## config.mk

```make
export PLATFORM = sky130hd
export DESIGN_NAME = mcp300x_responder
export DESIGN_NICKNAME = d
export VERILOG_FILES = /design/src/rtl/mcp300x_responder.sv
export SDC_FILE = /design/constraint.sdc
export NUM_CORES = 1
export LEC_CHECK = 0
export CAP_MARGIN = 20
export CELL_PAD_IN_SITES_DETAIL_PLACEMENT = 0
export CELL_PAD_IN_SITES_GLOBAL_PLACEMENT = 1
export CORE_ASPECT_RATIO = 1.25
export CORE_MARGIN = 3
export CORE_UTILIZATION = 45
export DETAILED_ROUTE_END_ITERATION = 8
export DONT_BUFFER_PORTS = 1
export PLACE_DENSITY = 0.8
export REMOVE_ABC_BUFFERS = 1
export SYNTH_ARGS = -nofsm -noshare
export SYNTH_HDL_FRONTEND = slang
export SYNTH_SLANG_ARGS = --single-unit
```

## constraint.sdc

```tcl
create_clock -name clk -period 3.5 [get_ports clk]
set_clock_uncertainty 0.05 [all_clocks]
set_input_delay 0.35 -clock clk [delete_from_list [all_inputs] [get_ports clk]]
set_output_delay 0.35 -clock clk [all_outputs]
set_load 0.01 [all_outputs]
```

## src/rtl/mcp300x_responder.sv

```systemverilog
// Purpose: MCP3004/MCP3008 SPI ADC responder, oversampling cs_n/sclk/din on the fabric clock.
// Latency: pin edge to strobe SYNC_STAGES+1 clk, strobe to dout/dout_oe/conv_* 1 clk.
// Backpressure: none; the master paces everything via sclk, cs_n high aborts any frame.
module mcp300x_responder #(
    parameter int NUM_CH      = 8,
    parameter int SYNC_STAGES = 2
) (
    input  logic                 clk,
    input  logic                 rst_n,
    input  logic                 cs_n,
    input  logic                 sclk,
    input  logic                 din,
    input  logic [NUM_CH*10-1:0] ch_data,
    output logic                 dout,
    output logic                 dout_oe,
    output logic                 conv_valid,
    output logic [2:0]           conv_ch,
    output logic                 conv_sgl,
    output logic [9:0]           conv_data
);

    typedef enum logic [2:0] {
        IDLE,
        WAIT_START,
        CMD,
        SAMPLE,
        NULLB,
        MSB,
        LSB,
        ZERO
    } state_t;

    // MCP3004 ignores D2, so the channel index is folded to two bits
    localparam logic [2:0] CH_MASK = (NUM_CH == 4) ? 3'b011 : 3'b111;

    logic [SYNC_STAGES-1:0] cs_s;
    logic [SYNC_STAGES-1:0] sclk_s;
    logic [SYNC_STAGES-1:0] din_s;
    logic                   sclk_d;
    logic                   rise;
    logic                   fall;
    logic                   din_q;
    logic                   cs_hi;

    state_t     state_q, state_n;
    logic [3:0] cnt_q, cnt_n;
    logic [3:0] cmd_q, cmd_n;
    logic       dout_n, oe_n, vld_n, sgl_n;
    logic [2:0] ch_n;
    logic [9:0] data_n;

    logic [9:0]  ch_arr [8];
    logic [2:0]  sel_pos;
    logic [2:0]  sel_neg;
    logic [10:0] diff;
    logic [9:0]  conv_res;

    always_ff @(posedge clk or negedge rst_n) begin
        if (!rst_n) begin
            cs_s   <= '1;
            sclk_s <= '0;
            din_s  <= '0;
            sclk_d <= 1'b0;
            rise   <= 1'b0;
            fall   <= 1'b0;
            din_q  <= 1'b0;
        end else begin
            cs_s   <= {cs_s[SYNC_STAGES-2:0], cs_n};
            sclk_s <= {sclk_s[SYNC_STAGES-2:0], sclk};
            din_s  <= {din_s[SYNC_STAGES-2:0], din};
            sclk_d <= sclk_s[SYNC_STAGES-1];
            rise   <= sclk_s[SYNC_STAGES-1] & ~sclk_d;
            fall   <= ~sclk_s[SYNC_STAGES-1] & sclk_d;
            din_q  <= din_s[SYNC_STAGES-1];
        end
    end

    assign cs_hi = cs_s[SYNC_STAGES-1];

    // Unpopulated channels of the 8-entry view read as zero
    for (genvar g = 0; g < 8; g++) begin : g_ch
        if (g < NUM_CH) begin : g_used
            assign ch_arr[g] = ch_data[g*10 +: 10];
        end else begin : g_unused
            assign ch_arr[g] = '0;
        end
    end

    // Differential: D0 selects which member of the pair is the positive input
    assign sel_pos  = cmd_q[2:0] & CH_MASK;
    assign sel_neg  = {cmd_q[2:1], ~cmd_q[0]} & CH_MASK;
    assign diff     = {1'b0, ch_arr[sel_pos]} - {1'b0, ch_arr[sel_neg]};
    assign conv_res = cmd_q[3] ? ch_arr[sel_pos] : (diff[10] ? 10'd0 : diff[9:0]);

    always_comb begin
        state_n = state_q;
        cnt_n   = cnt_q;
        cmd_n   = cmd_q;
        dout_n  = dout;
        oe_n    = dout_oe;
        vld_n   = 1'b0;
        ch_n    = conv_ch;
        sgl_n   = conv_sgl;
        data_n  = conv_data;
        if (cs_hi) begin
            state_n = IDLE;
            cnt_n   = 4'd0;
            dout_n  = 1'b0;
            oe_n    = 1'b0;
        end else begin
            case (state_q)
                IDLE: begin
                    state_n = WAIT_START;
                    cnt_n   = 4'd0;
                end
                WAIT_START: begin
                    if (rise && din_q) begin
                        state_n = CMD;
                        cnt_n   = 4'd0;
                    end
                end
                CMD: begin
                    if (rise) begin
                        cmd_n = {cmd_q[2:0], din_q};
                        cnt_n = cnt_q + 4'd1;
                        if (cnt_q == 4'd3) begin
                            state_n = SAMPLE;
                        end
                    end
                end
                SAMPLE: begin
                    if (rise) begin
                        vld_n   = 1'b1;
                        ch_n    = sel_pos;
                        sgl_n   = cmd_q[3];
                        data_n  = conv_res;
                        state_n = NULLB;
                    end
                end
                NULLB: begin
                    if (fall) begin
                        oe_n    = 1'b1;
                        dout_n  = 1'b0;
                        cnt_n   = 4'd9;
                        state_n = MSB;
                    end
                end
                MSB: begin
                    if (fall) begin
                        dout_n = conv_data[cnt_q];
                        if (cnt_q == 4'd0) begin
                            cnt_n   = 4'd1;
                            state_n = LSB;
                        end else begin
                            cnt_n = cnt_q - 4'd1;
                        end
                    end
                end
                LSB: begin
                    // B0 is shared between the two halves, so this pass starts at B1
                    if (fall) begin
                        dout_n = conv_data[cnt_q];
                        if (cnt_q == 4'd9) begin
                            state_n = ZERO;
                        end else begin
                            cnt_n = cnt_q + 4'd1;
                        end
                    end
                end
                ZERO: begin
                    if (fall) begin
                        dout_n = 1'b0;
                    end
                end
                default: state_n = IDLE;
            endcase
        end
    end

    always_ff @(posedge clk or negedge rst_n) begin
        if (!rst_n) begin
            state_q    <= IDLE;
            cnt_q      <= 4'd0;
            cmd_q      <= 4'd0;
            dout       <= 1'b0;
            dout_oe    <= 1'b0;
            conv_valid <= 1'b0;
            conv_ch    <= 3'd0;
            conv_sgl   <= 1'b0;
            conv_data  <= 10'd0;
        end else begin
            state_q    <= state_n;
            cnt_q      <= cnt_n;
            cmd_q      <= cmd_n;
            dout       <= dout_n;
            dout_oe    <= oe_n;
            conv_valid <= vld_n;
            conv_ch    <= ch_n;
            conv_sgl   <= sgl_n;
            conv_data  <= data_n;
        end
    end

endmodule

```

==> qor.txt <==
Critical Path Max Stage Delay -> 0.53 ns
Clk buf depth -> 2
Pwr dens -> 732 nW/um2
Crit-path cells -> buf_4 > mux4_2 > mux2_2 > ha_1 > a21o_1 > or4_4 > o211ai_2 > or3b_1 > o21ai_1
Post-CTS sizing -> 0
Worst-path clk slew -> 0.07 ns
Fin crit share -> 90.5%
Main synth FF type -> dfrtp_1
Most common cell after layout, fill and taps aside -> dfrtp_1
I/O Buffers -> 0
Util after Layout -> 50.8%
Fmax -> 0.316 GHz
Main area contributors after synthesis -> dfrtp_1 30%, mux4_2 16%, mux2_2 5.5%
Final worst slack -> 0.333 ns
Crit path kind -> register to register
Largest net degree at the start of global routing -> 39
Async set-or-reset flop fraction in the synthesized netlist -> 100%
Clock root buffer -> clkbuf_8
Initial antenna violation count -> 0
R2R Path End -> conv_data[9]$_DFFE_PN0P_
RePlAce Congestion -> 0.851
Critical hold path startpoint -> sclk
Max Cap Viol -> 0
RSZ-0062 raised after global routing -> no
Multi-input gate area -> 1940 um2
Antenna-violating nets left -> 0
Clk sinks -> 38
Cell accounting for the most synthesized area -> dfrtp_1
Vias per inst -> 5.97
DP Worst Slack -> 0.343 ns
Die extent in x -> 79.6 um
Tmin final -> 3.17 ns
Slowest cell on the critical path -> mux4_2
H-Tree Level Count -> 2
Highest net fanout along the worst path -> 11
Layout Nets -> 397
Gr usage total -> 17.7%
Post-CTS setup buffer count -> 0
Worst R2R Setup Slack -> 0.33 ns
Register area -> 953 um2
Overall power -> 2.37 mW
DIE HEIGHT -> 98.0 um
Yosys Warn Count -> 0
Die area -> 7800 um2
EDFF count, synth -> 0
Wire length per cell -> 17.5 um
Critical Path Sink Type -> register
Most frequent cells in the layout -> 36 x dfrtp_1, 32 x nand2_1, 21 x mux4_2, 20 x a21oi_1, 15 x mux2_2
Status -> completed
TritonCTS clock tree -> built
Critical Path RT -> 3.66 ns
Number of core rows -> 32
CP Launch Type -> register
Post-Synthesis Cell Area -> 3050 um2
Num CTS Buffers -> 5
Avg Cell Area, Syn -> 10.2 um2
Yosys top cell area share -> 29.6%
Detail Placement HPWL -> 5.35 mm
IO Pins -> 102
Pleak -> 1.34 nW
Final hold vios -> 0
Core footprint -> 6370 um2
Max VDD drop -> 381 uV
Final setup fails -> 0
Latest clock arrival within the worst-skew pair -> 0.28 ns
#FFs+latches synth -> 38
Worst Tran Pin Value -> 0.486 ns
Iteration-0 DRC Markers -> 75
Filler cell count in the final layout -> 582
Total grt overflow -> 0
Arrival time worst endpoint -> 3.33 ns
TritonRoute pass-1 iters -> 4
Initial Util -> 47.9%
Share of cells above drive strength 1 -> 20.1%
Worst R2R Path Depth -> 9
ANT cells -> 0
Via count -> 2292
DRC -> 0
Reg2Reg Launch Point -> cmd_q[1]$_DFFE_PN0P_
Min-Delay Path Class -> primary input to register
Slew Limit Fails -> 0
Final WL -> 6.70 mm
Hold endpoint -> sclk_s[0]$_DFF_PN0_
First-pass GRT wire length -> 11.1 mm
Area Growth Syn to Fin -> 6.20%
Yosys cell types -> 50
Mapped Cells -> 300
Register area share after synthesis -> 31.3%
Slew headroom -> 67.6%
Worst hold path cell count -> 0
Vias in the first global route -> 2309
how the worst max path moves through the flow:
stage                         start                       end  slack [ns]  depth (start not counted)
5_1_grt        cmd_q[1]$_DFFE_PN0P_  conv_data[7]$_DFFE_PN0P_        0.05                         10
3_3_place_gp   cmd_q[1]$_DFFE_PN0P_  conv_data[9]$_DFFE_PN0P_        0.39                          9
2_1_floorplan  cmd_q[1]$_DFFE_PN0P_  conv_data[9]$_DFFE_PN0P_       -0.06                          8
6_report       cmd_q[1]$_DFFE_PN0P_  conv_data[9]$_DFFE_PN0P_        0.33                          9
3_5_place_dp   cmd_q[1]$_DFFE_PN0P_  conv_data[7]$_DFFE_PN0P_        0.34                         10
4_1_cts        cmd_q[1]$_DFFE_PN0P_  conv_data[7]$_DFFE_PN0P_        0.32                         10
critical path, delay by kind of cell (launching register included):
family                   cells  cell delay, ns
multiplexers                 2            0.83
AND/OR/NAND/NOR              2            0.78
AO/OA/AOI/OAI                3            0.47
adder cells (fa/ha/maj)      1            0.38
flip-flops                   1            0.36
buffers and inverters        1            0.23
per-stage QoR:
step	TNS [ns]	area [um2]	cells	hold WS, ns
floorplan	-0.0567	2930	279	0.00441
CTS	0	3230	383	0.000712
detailed placement	0	3110	373	0.00527
global route	0	3240	384	0.0220
finish	0	3240	384	0.0398
global placement	0	3110	373	0.00572
registers in the layout, indices dropped and copies added, names as in the netlist, 2 cells and up:
| signal | flops |
|---|---|
| cmd_q | 4 |
| cnt_q | 4 |
| conv_ch | 3 |
| conv_data | 10 |
| cs_s | 2 |
| din_s | 2 |
| sclk_s | 2 |
| state_q | 3 |
report_power, final:
group          internal (mW)  total [mW]  switching (mW)
Clock                  0.159       0.309           0.150
Combinational          0.680        1.41           0.726
Sequential             0.513       0.655           0.142
cell type report:
class | instances | share of cell area (%)
sequential | 38 | 29.5
clock buffer | 7 | 2.67
inverter | 10 | 1.16
tap | 85 | 3.29
multi-input combinational | 231 | 60.0
clock inverter | 1 | 0.155
timing repair buffer | 12 | 3.32
logic make-up after synthesis:
kind of cell | count (synthesis) | synth area share [%]
AO/OA/AOI/OAI | 76 | 16.4
XOR/XNOR | 6 | 1.72
adder cells (fa/ha/maj) | 14 | 5.99
buffers and inverters | 31 | 5.05
flip-flops | 38 | 31.3
multiplexers | 50 | 25.7
AND/OR/NAND/NOR | 85 | 13.9
Yosys cell counts, types with 4 or more instances:
master	n
o211ai_1	7
mux4_2	21
nand2b_1	7
a21o_1	4
or3_1	4
nor2b_1	9
clkbuf_1	7
o2111ai_1	4
dfrtp_1	36
a21oi_1	20
nand2_1	32
o21ai_0	11
nor2_1	13
mux2_2	15
o21ai_1	7
a22oi_1	6
mux2i_1	14
inv_1	8
nand3_1	6
ha_1	13
buf_2	11
metal layers:
| metal | GRT usage (%) | up-vias | wire length, um |
|---|---|---|---|
| met1 | 21.9 | 1086 | 2670 |
| met3 | 4.15 | 6 | 473 |
| li1 | - | 1127 | - |
| met4 | 4.50 | 0 | 99 |
| met5 | 0 | - | 0 |
| met2 | 30.6 | 73 | 3460 |
what timing repair did:
action / 4_1_cts / 5_1_grt
hold buffers: 2 / 1
hold endpoints to repair: 38 / 1
endpoints found under the setup margin: 0 / 0
No activity file was read; power rests on OpenSTA's default activity.
